File: src/rtl/user_tree_pkg.sv
// Message-tree constants and tables shared by the path-lookup controller,
// its path stack and the handshake interface.
package user_tree_pkg;

  localparam int NUM_MSG_HIERARCHY = 2;
  localparam int NUM_MSGS          = 2;
  localparam int IDENTIFIER_SIZE   = 8;
  localparam int DEPTH_W           = $clog2(NUM_MSG_HIERARCHY + 1);
  localparam int IDX_W             = $clog2(NUM_MSGS);

  typedef logic [IDENTIFIER_SIZE-1:0] identifier;
  // Element [0] is the outermost level of the path.
  typedef identifier [NUM_MSG_HIERARCHY-1:0] dependency;
  typedef dependency dependencies_t [NUM_MSGS];
  typedef logic [7:0] node_data;

  typedef enum logic {OP_PUSH, OP_POP} tree_op_t;
  typedef enum logic [1:0] {ST_IDLE, ST_SCAN, ST_RESP} lookup_state_t;

  localparam node_data NODE_PERSON       = 8'd0;
  localparam node_data NODE_PHONE_NUMBER = 8'd1;

  // AA/00 -> Person, AA/BB -> PhoneNumber
  localparam dependencies_t dependencies = '{
    '{8'h00, 8'hAA},
    '{8'hBB, 8'hAA}
  };

  localparam node_data node_ROM [NUM_MSGS] = '{NODE_PERSON, NODE_PHONE_NUMBER};

endpackage

File: src/rtl/tree_path_lookup_ctrl_if.sv
// Command/response handshake bundle between the identifier decoder, the
// path-lookup controller and the downstream node handlers.
interface tree_path_lookup_ctrl_if;
  import user_tree_pkg::*;

  logic             in_valid;
  logic             in_ready;
  tree_op_t         in_op;
  identifier        in_id;
  logic             out_valid;
  logic             out_ready;
  logic             out_hit;
  node_data         out_node;
  logic [IDX_W-1:0] out_idx;
  logic             out_ovf;

  modport slave (
    input  in_valid, in_op, in_id, out_ready,
    output in_ready, out_valid, out_hit, out_node, out_idx, out_ovf
  );

  modport master (
    output in_valid, in_op, in_id, out_ready,
    input  in_ready, out_valid, out_hit, out_node, out_idx, out_ovf
  );

endinterface

File: src/rtl/tree_path_stack.sv
// Identifier stack holding the current message path; exposes the path as a
// dependency vector with unused levels forced to zero.
module tree_path_stack
  import user_tree_pkg::*;
(
  input  logic               clk,
  input  logic               rst,
  input  logic               i_push,
  input  logic               i_pop,
  input  identifier          i_id,
  output logic [DEPTH_W-1:0] o_depth,
  output dependency          o_path,
  output logic               o_ovf,
  output logic               o_udf
);

  identifier          r_stack [NUM_MSG_HIERARCHY];
  logic [DEPTH_W-1:0] r_depth;

  assign o_depth = r_depth;
  assign o_ovf   = i_push & (r_depth == DEPTH_W'(NUM_MSG_HIERARCHY));
  assign o_udf   = i_pop & (r_depth == '0);

  always_ff @(posedge clk or posedge rst) begin
    if (rst) begin
      r_depth <= '0;
      for (int i = 0; i < NUM_MSG_HIERARCHY; i++) r_stack[i] <= '0;
    end else if (i_push && !o_ovf) begin
      for (int i = 0; i < NUM_MSG_HIERARCHY; i++)
        if (DEPTH_W'(i) == r_depth) r_stack[i] <= i_id;
      r_depth <= r_depth + DEPTH_W'(1);
    end else if (i_pop && !o_udf) begin
      // Vacated level is cleared so stale identifiers never reach the path.
      for (int i = 0; i < NUM_MSG_HIERARCHY; i++)
        if (DEPTH_W'(i) == r_depth - DEPTH_W'(1)) r_stack[i] <= '0;
      r_depth <= r_depth - DEPTH_W'(1);
    end
  end

  always_comb begin
    o_path = '0;
    for (int i = 0; i < NUM_MSG_HIERARCHY; i++)
      if (DEPTH_W'(i) < r_depth) o_path[i] = r_stack[i];
  end

endmodule

File: src/rtl/tree_path_lookup_ctrl.sv
// Message-tree path lookup controller: PUSH scans the dependencies table in
// index order and returns node_ROM data. Optional: TREE_LOOKUP_ERR_CNT_EN.
//
// state   | meaning
// IDLE    | accepting PUSH/POP commands
// SCAN    | comparing path against dependencies[r_idx], one entry per cycle
// RESP    | result presented, held until out_ready
module tree_path_lookup_ctrl
  import user_tree_pkg::*;
(
  input  logic                  clk,
  input  logic                  rst,
  tree_path_lookup_ctrl_if.slave bus,
  output logic [DEPTH_W-1:0]    depth,
  output logic                  err_pulse
`ifdef TREE_LOOKUP_ERR_CNT_EN
  ,
  output logic [7:0]            err_cnt
`endif
);

  localparam logic [1:0] S_IDLE = ST_IDLE;
  localparam logic [1:0] S_SCAN = ST_SCAN;
  localparam logic [1:0] S_RESP = ST_RESP;

  logic [1:0]       r_state;
  logic [IDX_W-1:0] r_idx;
  logic             r_hit;
  node_data         r_node;
  logic             r_ovf;
  logic             r_err_pulse;

  logic               w_accept;
  logic               w_push;
  logic               w_pop;
  logic               w_ovf;
  logic               w_udf;
  logic               w_match;
  logic               w_last;
  logic               w_err_evt;
  logic [DEPTH_W-1:0] w_depth;
  dependency          w_path;

  assign w_accept  = bus.in_valid && (r_state == S_IDLE);
  assign w_push    = w_accept && (bus.in_op == OP_PUSH);
  assign w_pop     = w_accept && (bus.in_op == OP_POP);
  assign w_match   = (r_state == S_SCAN) && (w_path == dependencies[r_idx]);
  assign w_last    = (r_idx == IDX_W'(NUM_MSGS - 1));
  assign w_err_evt = (w_push && w_ovf) || (w_pop && w_udf);

  tree_path_stack u_stack (
    .clk     (clk),
    .rst     (rst),
    .i_push  (w_push),
    .i_pop   (w_pop),
    .i_id    (bus.in_id),
    .o_depth (w_depth),
    .o_path  (w_path),
    .o_ovf   (w_ovf),
    .o_udf   (w_udf)
  );

  always_ff @(posedge clk or posedge rst) begin
    if (rst) begin
      r_state     <= S_IDLE;
      r_idx       <= '0;
      r_hit       <= 1'b0;
      r_node      <= '0;
      r_ovf       <= 1'b0;
      r_err_pulse <= 1'b0;
    end else begin
      r_err_pulse <= w_err_evt;
      case (r_state)
        S_IDLE: begin
          if (w_push) begin
            r_idx  <= '0;
            r_hit  <= 1'b0;
            r_node <= '0;
            r_ovf  <= w_ovf;
            r_state <= w_ovf ? S_RESP : S_SCAN;
          end
        end
        S_SCAN: begin
          if (w_match) begin
            r_hit   <= 1'b1;
            r_node  <= node_ROM[r_idx];
            r_state <= S_RESP;
          end else if (w_last) begin
            r_hit   <= 1'b0;
            r_node  <= '0;
            r_idx   <= '0;
            r_state <= S_RESP;
          end else begin
            r_idx <= r_idx + IDX_W'(1);
          end
        end
        S_RESP: begin
          if (bus.out_ready) r_state <= S_IDLE;
        end
        default: r_state <= S_IDLE;
      endcase
    end
  end

  assign bus.in_ready  = (r_state == S_IDLE);
  assign bus.out_valid = (r_state == S_RESP);
  assign bus.out_hit   = r_hit;
  assign bus.out_node  = r_node;
  assign bus.out_idx   = r_idx;
  assign bus.out_ovf   = r_ovf;
  assign depth         = w_depth;
  assign err_pulse     = r_err_pulse;

`ifdef TREE_LOOKUP_ERR_CNT_EN
  logic       w_miss;
  logic [7:0] r_err_cnt;

  assign w_miss = (r_state == S_SCAN) && !w_match && w_last;

  always_ff @(posedge clk or posedge rst) begin
    if (rst) r_err_cnt <= '0;
    else if ((w_err_evt || w_miss) && (r_err_cnt != 8'hFF)) r_err_cnt <= r_err_cnt + 8'd1;
  end

  assign err_cnt = r_err_cnt;
`endif

endmodule

File: src/flat_wrapper.sv
// flat-port wrapper written by rule: the top's interface ports become plain ports
module tree_path_lookup_ctrl_flat import user_tree_pkg::*;
  (clk, rst, depth, err_pulse, bus_in_valid, bus_in_op, bus_in_id, bus_out_ready, bus_in_ready, bus_out_valid, bus_out_hit, bus_out_node, bus_out_idx, bus_out_ovf);
  tree_path_lookup_ctrl_if bus_i ();
  input  logic clk;
  input  logic rst;
  output logic [DEPTH_W-1:0] depth;
  output logic err_pulse;
  input wire logic [$bits(bus_i.in_valid)-1:0] bus_in_valid;
  input wire logic [$bits(bus_i.in_op)-1:0] bus_in_op;
  input wire logic [$bits(bus_i.in_id)-1:0] bus_in_id;
  input wire logic [$bits(bus_i.out_ready)-1:0] bus_out_ready;
  output wire logic [$bits(bus_i.in_ready)-1:0] bus_in_ready;
  output wire logic [$bits(bus_i.out_valid)-1:0] bus_out_valid;
  output wire logic [$bits(bus_i.out_hit)-1:0] bus_out_hit;
  output wire logic [$bits(bus_i.out_node)-1:0] bus_out_node;
  output wire logic [$bits(bus_i.out_idx)-1:0] bus_out_idx;
  output wire logic [$bits(bus_i.out_ovf)-1:0] bus_out_ovf;
  assign bus_i.in_valid = bus_in_valid;
  assign bus_i.in_op = bus_in_op;
  assign bus_i.in_id = bus_in_id;
  assign bus_i.out_ready = bus_out_ready;
  assign bus_in_ready = bus_i.in_ready;
  assign bus_out_valid = bus_i.out_valid;
  assign bus_out_hit = bus_i.out_hit;
  assign bus_out_node = bus_i.out_node;
  assign bus_out_idx = bus_i.out_idx;
  assign bus_out_ovf = bus_i.out_ovf;
  tree_path_lookup_ctrl u_core (.clk(clk), .rst(rst), .bus(bus_i), .depth(depth), .err_pulse(err_pulse));
endmodule
File: config.mk
export PLATFORM = sky130hd
export DESIGN_NAME = tree_path_lookup_ctrl_flat
export DESIGN_NICKNAME = d
export VERILOG_FILES = /design/src/rtl/user_tree_pkg.sv /design/src/rtl/tree_path_lookup_ctrl_if.sv /design/src/rtl/tree_path_stack.sv /design/src/rtl/tree_path_lookup_ctrl.sv /design/src/flat_wrapper.sv
export SDC_FILE = /design/constraint.sdc
export NUM_CORES = 1
export LEC_CHECK = 0
export CORE_AREA = 8 8 66 68
export DETAILED_ROUTE_END_ITERATION = 8
export DIE_AREA = 0 0 74 76
export GPL_TIMING_DRIVEN = 0
export PLACE_DENSITY = 0.78
export SLEW_MARGIN = 25
export SYNTH_ARGS = -nofsm -noshare
export SYNTH_HDL_FRONTEND = slang
export SYNTH_SLANG_ARGS = --single-unit
export TNS_END_PERCENT = 100
File: constraint.sdc
create_clock -name clk -period 2.02 [get_ports clk]
set_clock_uncertainty 0.15 [all_clocks]
set_input_delay 0.202 -clock clk [delete_from_list [all_inputs] [get_ports clk]]
set_output_delay 0.202 -clock clk [all_outputs]
set_load 0.01 [all_outputs]
==> results of run 1 <==
## sequential cells by signal, summed over array words and instances, names as in the netlist
register and flops:
u_core.err_pulse 1, u_core.bus.out_idx 1, u_core.r_state 2, u_core.u_stack.r_stack 16, u_core.u_stack.o_depth 2, u_core.bus.out_ovf 1
u_core.bus.out_hit 1, u_core.bus.out_node 1
## cell usage after synthesis, types with 2 or more instances
library cell / instances / area (um2)
nor2_1: 4 / 15.0
o311ai_0: 2 / 17.5
mux2_2: 2 / 22.5
nand2_1: 8 / 30.0
and2_1: 8 / 50.1
dfrtp_1: 25 / 626
mux2i_1: 2 / 20.0
o21ai_0: 3 / 15.0
a22o_1: 3 / 26.3
nor3_1: 3 / 15.0
mux2_4: 16 / 240
nand4_1: 2 / 12.5
nor2b_1: 2 / 12.5
nand2b_1: 5 / 31.3
ha_1: 5 / 62.6
inv_1: 5 / 18.8
buf_4: 9 / 67.6
nor4_1: 2 / 12.5
## cell type report
cell class	count	share of cell area
inverter	5	0.0104
timing repair buffer	24	0.130
multi-input combinational	87	0.416
buffer	11	0.0471
sequential	25	0.348
tap	48	0.0333
clock inverter	1	0.00277
clock buffer	3	0.0125
## worst register-to-register path, delay by kind of cell, from the launching register on
family	cells	cell delay (ns)
buf+inv	2	0.26
simple gates	1	0.23
mux	1	0.30
fa+ha+maj	1	0.23
compound gates	1	0.24
flops	1	0.43
## stage by stage
step	area [um2]	TNS [ns]	setup slack, ns	instances
5_1_grt	1810	-0.00311	-0.00311	204
2_1_floorplan	1440	0	0.0165	128
6_report	1810	0	0.0744	204
4_1_cts	1790	-0.000906	-0.000906	204
3_3_place_gp	1710	-1.71	-0.182	197
3_5_place_dp	1710	-2.01	-0.242	197
## what timing repair did
action / 4_1_cts / 5_1_grt
setup endpoints to repair: 19 / 22
hold endpoints to repair: 0 / 0
gates resized for setup: 5 / 9
cloned: 0 / 0
pin swaps: 1 / 4
buffers inserted: 3 / 0
## worst max-delay path by stage
stage	from	to	slack, ns	cells after the start
4_1_cts	u_core.u_stack.o_depth[0]$_DFFE_PP0P_	u_core.bus.out_idx$_DFFE_PP0P_	-0.0009	6
3_3_place_gp	u_core.u_stack.o_depth[1]$_DFFE_PP0P_	u_core.bus.out_idx$_DFFE_PP0P_	-0.18	6
2_1_floorplan	u_core.u_stack.o_depth[1]$_DFFE_PP0P_	u_core.bus.out_idx$_DFFE_PP0P_	0.02	6
5_1_grt	u_core.u_stack.o_depth[1]$_DFFE_PP0P_	u_core.u_stack.r_stack[9]$_DFFE_PP0P_	-0.003	6
6_report	u_core.u_stack.o_depth[0]$_DFFE_PP0P_	u_core.u_stack.r_stack[11]$_DFFE_PP0P_	0.07	6
3_5_place_dp	u_core.u_stack.o_depth[1]$_DFFE_PP0P_	u_core.bus.out_node[0]$_DFFE_PP0P_	-0.24	6
## layer usage
layer  vias up  global-route usage  wire length [um]
met5         -                   0                 0
met4         0              0.0580                60
met3         6              0.0184               174
met2        34               0.176              1500
met1       503               0.125              1160
li1        481                   -                 -
## logic make-up after synthesis
| logic type | after synthesis |
|---|---|
| compound gates | 14 |
| xor+xnor | 1 |
| fa+ha+maj | 5 |
| buf+inv | 16 |
| flops | 25 |
| mux | 20 |
| other cells | 1 |
| simple gates | 40 |
## power breakdown
| group | internal, mW | leakage (nW) | switching (mW) | total (mW) |
|---|---|---|---|---|
| clock network | 0.0742 | 0.0177 | 0.146 | 0.221 |
| registers | 0.698 | 0.335 | 0.158 | 0.856 |
| logic | 0.607 | 0.468 | 0.483 | 1.09 |
| total | 1.38 | 0.820 | 0.788 | 2.17 |
==> impl_metrics.json, run 1 <==
{
  "status": "completed",
  "synthArstFlopShare": 1.00,
  "wl_um": 2890,
  "start_util": 0.412,
  "cts.sinks": 25,
  "cts_buffers": 3,
  "reg2reg_setup_slack_ns": 0.07,
  "yosys.cell_types.count": 34,
  "dpl.hpwl_um": 2140,
  "cellPowerDensity_nw_per_um2": 1200,
  "fillers": 311,
  "grt_first_pass_wirelength_um": 4900,
  "muxShareOfSynthArea": 0.199,
  "layout.area.seq_um2": 628,
  "period_needed_ns": 1.95,
  "areaGrowthSynthToFinish_pct": 27.4,
  "slowest_delay_ns": 0.43,
  "hold_path_class": "primary input to asynchronous set/reset pin",
  "pin_count": 29,
  "setup_violations": 0,
  "clock_path_buffers": 2,
  "finalHoldViolCount": 0,
  "grt_usage": 0.107,
  "die_y_um": 76,
  "cp_top_family": "flip-flops",
  "via_count": 1024,
  "num_rows": 22,
  "synth_xor_area_frac": 0.00618,
  "yosysSeqAreaShare": 0.441,
  "path_clk_slew_ns": 0.13,
  "syn_avg_cell_area_um2": 11.6,
  "most-common-layout-cells": "dfrtp_1, clkdlybuf4s50_1, mux2_4",
  "grt_start_max_net_pins": 26,
  "synth_fa_ha_area_frac": 0.0441,
  "max_slew.worst_pin.slew_ns": 0.881,
  "maxCapViolCount": 0,
  "gp_congestion": 0.789,
  "drc": 0,
  "r2r_start": "u_core.u_stack.o_depth[0]$_DFFE_PP0P_",
  "cp_max_fo": 8,
  "synthSimpleGateAreaFrac": 0.165,
  "maxSlewHeadroom": 0.409,
  "cts_root_buf": "clkbuf_4",
  "rr_worst_depth": 6,
  "cp.buffers_inverters": 2,
  "synth-seq-cells": 25,
  "worstPathArrival_ns": 2.01,
  "p_leak_nw": 0.820,
  "syn_area_um2": 1420,
  "fin_crit_sh": 0.963,
  "cts_hold_buf": 0,
  "grt_pass1_vias": 1078,
  "critPathKind": "flop to flop",
  "maxSlewViolCount": 0,
  "portBuffers": 21,
  "first_iter_violations": 80,
  "clock_latency_ns": 0.32,
  "ys_warn_count": 0,
  "die_w_um": 74,
  "synth_compound_area_frac": 0.0741,
  "final_common_cell": "dfrtp_1",
  "worst_ep_required_time_ns": 2.09,
  "wl_per_cell_um": 14.2,
  "layout.nets": 175,
  "cts-htree-levels": 1,
  "crit_path_end_kind": "flop",
  "synth_top_family_by_area": "multiplexers",
  "dr.pass1.iters": 4,
  "fp.dieArea_um2": 5620,
  "overflow": 0,
  "antenna_cells": 0,
  "cts_tree": "built",
  "max_freq_ghz": 0.514,
  "final_core_util": 0.525,
  "p_total_mw": 2.17,
  "antenna_left": 0,
  "crit_chain": "inv_1, ha_2, and4b_4, a22o_1, buf_6, mux2_4",
  "synth_edf_count": 0,
  "start_kind": "flop",
  "antenna_found_initial": 0,
  "fin_hold_ws_ns": 0.0933,
  "ir_drop_mv": 0.434,
  "critical-path-slowest-cell": "dfrtp_2",
  "r2r_end": "u_core.u_stack.r_stack[11]$_DFFE_PP0P_",
  "viasPerCell": 5.02,
  "drive_gt1_frac": 0.288,
  "coreArea_um2": 3440,
  "yosys_most_used_dff": "dfrtp_1",
  "multiInputGateArea_um2": 751,
  "netlist_instances": 122
}
Power figures use the tool's default switching activity.
==> inputs of run 2 (changes only) <==
--- a/config.mk
+++ b/config.mk
@@ -5,13 +5,14 @@
 export SDC_FILE = /design/constraint.sdc
 export NUM_CORES = 1
 export LEC_CHECK = 0
-export CORE_AREA = 8 8 66 68
+export CORE_AREA = 8 8 69 65
 export DETAILED_ROUTE_END_ITERATION = 8
-export DIE_AREA = 0 0 74 76
+export DIE_AREA = 0 0 77 73
 export GPL_TIMING_DRIVEN = 0
 export PLACE_DENSITY = 0.78
 export SLEW_MARGIN = 25
 export SYNTH_ARGS = -nofsm -noshare
 export SYNTH_HDL_FRONTEND = slang
+export SYNTH_HIERARCHICAL = 1
 export SYNTH_SLANG_ARGS = --single-unit
 export TNS_END_PERCENT = 100
==> impl_metrics.json, run 2 <==
{
  "viasPerCell": 5.04,
  "synthArstFlopShare": 1.00,
  "grt_start_max_net_pins": 19,
  "max_slew.worst_pin.slew_ns": 0.684,
  "path_clk_slew_ns": 0.09,
  "num_rows": 20,
  "portBuffers": 21,
  "reg2reg_setup_slack_ns": -0.14,
  "grt_first_pass_wirelength_um": 5060,
  "r2r_end": "u_core/r_state[0]$_DFFE_PP0P_",
  "yosys_most_used_dff": "dfrtp_1",
  "ys_warn_count": 6,
  "antenna_found_initial": 0,
  "rsz0062_at_grt": "yes",
  "cts_hold_buf": 0,
  "yosysSeqAreaShare": 0.442,
  "cts_tree": "built",
  "hold_path_class": "primary input to asynchronous set/reset pin",
  "maxCapViolCount": 0,
  "fp.dieArea_um2": 5620,
  "largest_register": "u_core/u_stack/r_stack",
  "synth_edf_count": 0,
  "synth-seq-cells": 25,
  "first_iter_violations": 33,
  "worstPathArrival_ns": 2.16,
  "start_kind": "flop",
  "via_count": 1089,
  "failed_checks": "negative setup slack",
  "grt_pass1_vias": 1061,
  "dr.pass1.iters": 4,
  "place_area_um2": 1740,
  "setup_violations": 5,
  "finalHoldViolCount": 0,
  "cts_root_buf": "clkbuf_8",
  "drive_gt1_frac": 0.285,
  "cellPowerDensity_nw_per_um2": 1260,
  "r2r_start": "u_core/u_stack/o_depth[0]$_DFFE_PP0P_",
  "ir_drop_mv": 0.826,
  "status": "finished with violations",
  "cts_buffers": 3,
  "cts.sinks": 25,
  "overflow": 0,
  "cp_max_fo": 5,
  "pin_count": 29,
  "critPathKind": "flop to flop",
  "cts-htree-levels": 1,
  "coreArea_um2": 3300,
  "place_inst": 201,
  "clock_path_buffers": 2,
  "die_y_um": 73,
  "gp_congestion": 0.772,
  "pre_cts_slack_ns": -0.195,
  "fin_crit_sh": 1.07,
  "max_freq_ghz": 0.463,
  "layout.nets": 191,
  "final_common_cell": "dfrtp_1",
  "wl_um": 3190,
  "maxSlewViolCount": 0,
  "yosys.cell_types.count": 36,
  "dpl.hpwl_um": 2280,
  "ys_top_cells_by_count": "dfrtp_1, a22o_1, nor2b_1",
  "period_needed_ns": 2.16,
  "p_leak_nw": 0.889,
  "rr_worst_depth": 9,
  "clock_latency_ns": 0.27,
  "grt_usage": 0.111,
  "die_w_um": 77,
  "synth.largest_area_cell": "dfrtp_1",
  "maxSlewHeadroom": 0.543,
  "antenna_cells": 0,
  "fin_hold_ws_ns": 0.0531,
  "syn_avg_cell_area_um2": 10.9,
  "layout.cells.non_filler": 216,
  "syn_area_um2": 1420,
  "synth_top_area_share": 0.442,
  "netlist_instances": 130,
  "areaGrowthSynthToFinish_pct": 37.3,
  "largest_register_ffs": 16,
  "synth.area.top_cells": "dfrtp_1, a22o_1, ha_1",
  "antenna_left": 0,
  "most-common-layout-cells": "dfrtp_1, clkdlybuf4s50_1, buf_4, a22o_1, nor2b_1",
  "crit_path_end_kind": "flop",
  "drc": 0,
  "yosysMostFrequentCell": "dfrtp_1",
  "worst_ep_required_time_ns": 2.02,
  "fin_area_um2": 1940,
  "fin_ws_ns": -0.138,
  "wl_per_cell_um": 14.7,
  "start_util": 0.428
}
-- run 2: final cells by class --
cell class,instances,area (um2)
Fill cell,277,1360
Multi-Input combinational cell,94,783
Sequential cell,25,627
Timing Repair Buffer,32,310
Buffer,10,90.1
Tap cell,44,55.1
Clock buffer,3,41.3
Inverter,7,28.8
Clock inverter,1,7.51
-- run 2: worst max path at each step --
stage,from,to,slack (ns),cells after the start
global placement,u_core/u_stack/o_depth[0]$_DFFE_PP0P_,u_core/r_state[0]$_DFFE_PP0P_,-0.13,8
finish,u_core/u_stack/o_depth[0]$_DFFE_PP0P_,u_core/r_state[0]$_DFFE_PP0P_,-0.14,9
floorplan,u_core/u_stack/o_depth[1]$_DFFE_PP0P_,u_core/bus.out_node[0]$_DFFE_PP0P_,0.007,8
global route,u_core/u_stack/o_depth[0]$_DFFE_PP0P_,u_core/r_state[0]$_DFFE_PP0P_,-0.21,9
CTS,u_core/u_stack/o_depth[0]$_DFFE_PP0P_,u_core/bus.out_node[0]$_DFFE_PP0P_,-0.11,8
detailed placement,u_core/u_stack/o_depth[0]$_DFFE_PP0P_,u_core/bus.out_node[0]$_DFFE_PP0P_,-0.20,8
-- run 2: metal layers --
| metal | global-route usage | share of wire | vias up |
|---|---|---|---|
| met5 | 0 | 0 | - |
| met4 | 0.0251 | 0.0038 | 0 |
| met3 | 0.0357 | 0.038 | 2 |
| met2 | 0.196 | 0.54 | 18 |
| met1 | 0.126 | 0.42 | 531 |
| li1 | - | - | 538 |
-- run 2: report_power, final --
group	total (mW)	leakage [nW]	internal, mW	switching (mW)
logic	1.33	0.543	0.734	0.596
clock network	0.305	0.0217	0.140	0.165
registers	0.812	0.325	0.674	0.137
-- run 2: kinds of logic (layout without fill, tap and decap cells) --
group	count (synthesis)	after routing	share of synthesized area
xor gates and xnor gates	1	1	0.00619
and+or+nand+nor	48	48	0.218
adders and majority gates	5	5	0.0442
buffers and inverters	17	53	0.0796
muxes	2	2	0.0159
other	1	7	0.00265
AOI/OAI and AO/OA	31	31	0.192
DFF	25	25	0.442
-- run 2: worst max-delay path: stages (launching register included) --
cell	delay [ns]
dfrtp_2	0.45
inv_2	0.09
ha_4	0.17
clkbuf_16	0.14
nor2b_1	0.05
nor4b_2	0.28
nand4b_1	0.20
buf_4	0.20
o21ai_4	0.19
o22ai_1	0.12
-- run 2: timing repair --
action,CTS,global route
setup buffers,4,6
pin swaps,2,5
gates cloned,0,1
endpoints found under the setup margin,5,21
resized for setup,5,10
-- run 2: per-stage QoR --
step / total power, mW / util / TNS, ns
after floorplan: 1.53 / - / 0
after global placement: 1.79 / 0.526 / -2.31
after detailed placement: 1.84 / 0.526 / -2.63
after CTS: 2.24 / 0.557 / -0.306
after global routing: 2.63 / 0.588 / -1.03
final: 2.45 / 0.588 / -0.411
==> inputs of run 3 (changes only) <==
--- a/config.mk
+++ b/config.mk
@@ -5,11 +5,13 @@
 export SDC_FILE = /design/constraint.sdc
 export NUM_CORES = 1
 export LEC_CHECK = 0
+export ABC_CLOCK_PERIOD_IN_PS = 2020
 export CORE_AREA = 8 8 69 65
 export DETAILED_ROUTE_END_ITERATION = 8
 export DIE_AREA = 0 0 77 73
 export GPL_TIMING_DRIVEN = 0
 export PLACE_DENSITY = 0.78
+export SKIP_CTS_REPAIR_TIMING = 1
 export SLEW_MARGIN = 25
 export SYNTH_ARGS = -nofsm -noshare
 export SYNTH_HDL_FRONTEND = slang
==> impl_metrics.json, run 3 (synthesis results as in run 2) <==
{
  "power.switching_mw": 0.886,
  "cellPowerDensity_nw_per_um2": 1250,
  "p_leak_nw": 0.881,
  "reg2reg_setup_slack_ns": -0.19,
  "hold_path_class": "primary input to asynchronous set/reset pin",
  "dr.pass1.iters": 4,
  "overflow": 0,
  "areaGrowthSynthToFinish_pct": 35.8,
  "cts_tree": "built",
  "final_core_util": 0.582,
  "combPwrFrac": 0.530,
  "intPower_mw": 1.52,
  "num_rows": 20,
  "wl_um": 3140,
  "maxCapViolCount": 0,
  "wl_per_cell_um": 14.7,
  "ir_drop_mv": 0.839,
  "cp_top_family": "simple AND/OR/NAND/NOR gates",
  "fin_area_um2": 1920,
  "max_freq_ghz": 0.452,
  "largest_register_ffs": 16,
  "cp.buffers_inverters": 2,
  "critPathKind": "flop to flop",
  "cts.sinks": 25,
  "fp.dieArea_um2": 5620,
  "grt_first_pass_wirelength_um": 4930,
  "maxSlewViolCount": 0,
  "antenna_cells": 0,
  "coreArea_um2": 3300,
  "final_common_cell": "dfrtp_1",
  "crit_chain": "inv_4, ha_4, clkbuf_16, nor2b_1, nor4bb_2, nand4b_1, or2_1, o311ai_1",
  "viasPerCell": 5.07,
  "cts_buffers": 3,
  "gp_congestion": 0.772,
  "max_slew.worst_pin.slew_ns": 0.684,
  "first_iter_violations": 34,
  "period_needed_ns": 2.21,
  "finalHoldViolCount": 0,
  "pwr-share-seq": 0.342,
  "layout.nets": 189,
  "failed_checks": "negative setup slack",
  "start_util": 0.428,
  "fin_crit_sh": 1.10,
  "cp_max_fo": 5,
  "critical-path-slowest-cell": "dfrtp_1",
  "swShare": 0.368,
  "rsz0062_at_grt": "yes",
  "start_kind": "flop",
  "fin_ws_ns": -0.192,
  "clkPwrFrac": 0.128,
  "maxSlewHeadroom": 0.544,
  "pin_count": 29,
  "cts-htree-levels": 1,
  "die_w_um": 77,
  "worst_ep_required_time_ns": 2.05,
  "drc": 0,
  "path_depth": 8,
  "path_clk_slew_ns": 0.09,
  "dpl.hpwl_um": 2280,
  "worstPathArrival_ns": 2.24,
  "place_area_um2": 1740,
  "grt_pass1_vias": 1044,
  "antenna_left": 0,
  "cts_root_buf": "clkbuf_8",
  "portBuffers": 21,
  "largest_register": "u_core/u_stack/r_stack",
  "via_count": 1086,
  "antenna_found_initial": 0,
  "crit_path_end_kind": "flop",
  "grt_usage": 0.107,
  "rr_worst_depth": 8,
  "die_y_um": 73,
  "clock_path_buffers": 2,
  "setup_violations": 5,
  "grt_start_max_net_pins": 19,
  "status": "finished with violations",
  "most-common-layout-cells": "dfrtp_1, clkdlybuf4s50_1, a22o_1",
  "drive_gt1_frac": 0.271,
  "slowest_delay_ns": 0.43,
  "clock_latency_ns": 0.27
}
run 3: cell types whose count changed in the layout (fill, tap and decap cells not counted):
cell | before | now
inv_2 | 2 | 1
buf_4 | 17 | 15
nor2b_4 | 1 | 2
nor2b_1 | 10 | 9
o21ai_4 | 1 | 0
o2bb2ai_2 | 2 | 1
ha_2 | 1 | 0
inv_4 | 1 | 2
o2bb2ai_1 | 0 | 1
o21ai_1 | 2 | 1
o21ai_2 | 0 | 1
ha_1 | 2 | 3
o21ai_0 | 1 | 2
run 3: final timing paths:
path | start | end
worst max-delay path | u_core/u_stack/o_depth[1]$_DFFE_PP0P_ | u_core/bus.out_node[0]$_DFFE_PP0P_
worst min-delay path | rst | u_core/bus.out_ovf$_DFFE_PP0P_
worst max register to register | u_core/u_stack/o_depth[1]$_DFFE_PP0P_ | u_core/bus.out_node[0]$_DFFE_PP0P_
worst min register to register | u_core/u_stack/r_stack[1]$_DFFE_PP0P_ | u_core/u_stack/r_stack[1]$_DFFE_PP0P_
max in group asynchronous | rst | u_core/u_stack/o_depth[0]$_DFFE_PP0P_
min in group clk | u_core/u_stack/r_stack[1]$_DFFE_PP0P_ | u_core/u_stack/r_stack[1]$_DFFE_PP0P_
run 3: area by class of cell:
cell class	instances	area, um2
Buffer	10	90.1
Clock buffer	3	41.3
Timing Repair Buffer	30	295
Tap cell	44	55.1
Inverter	7	31.3
Clock inverter	1	7.51
Sequential cell	25	627
Fill cell	277	1380
Multi-Input combinational cell	94	774
run 3: worst register-to-register path, cell delays in order, from the launching register on:
cell	delay, ns
dfrtp_1	0.43
inv_4	0.11
ha_4	0.17
clkbuf_16	0.15
nor2b_1	0.05
nor4bb_2	0.29
nand4b_1	0.23
or2_1	0.27
o311ai_1	0.27
run 3: per-stage QoR:
stage	TNS, ns	hold WS (ns)	worst slack (ns)	total power [mW]	cells
2_1_floorplan	0	-0.145	0.00697	1.53	136
5_1_grt	-1.10	0.0604	-0.241	2.58	214
4_1_cts	-0.848	0.0692	-0.224	2.15	205
3_5_place_dp	-2.63	0.324	-0.195	1.84	201
6_report	-0.686	0.0515	-0.192	2.41	214
3_3_place_gp	-2.31	0.322	-0.130	1.79	201
run 3: layer usage:
| metal | share of wire | wire [um] | vias up | global-route usage |
|---|---|---|---|---|
| met3 | 0.056 | 177 | 2 | 0.0357 |
| li1 | - | - | 534 | - |
| met1 | 0.42 | 1310 | 518 | 0.124 |
| met4 | 0.0038 | 12 | 0 | 0.0251 |
| met5 | 0 | 0 | - | 0 |
| met2 | 0.52 | 1640 | 32 | 0.187 |
run 3: power by group through the flow:
stage | Combinational (mW) | Clock, mW | Sequential [mW]
after CTS | 1.02 | 0.315 | 0.814
after global placement | 0.980 | 0 | 0.815
final | 1.28 | 0.308 | 0.822
after floorplan | 0.723 | 0 | 0.806
after global routing | 1.39 | 0.345 | 0.846
after detailed placement | 1.01 | 0 | 0.824
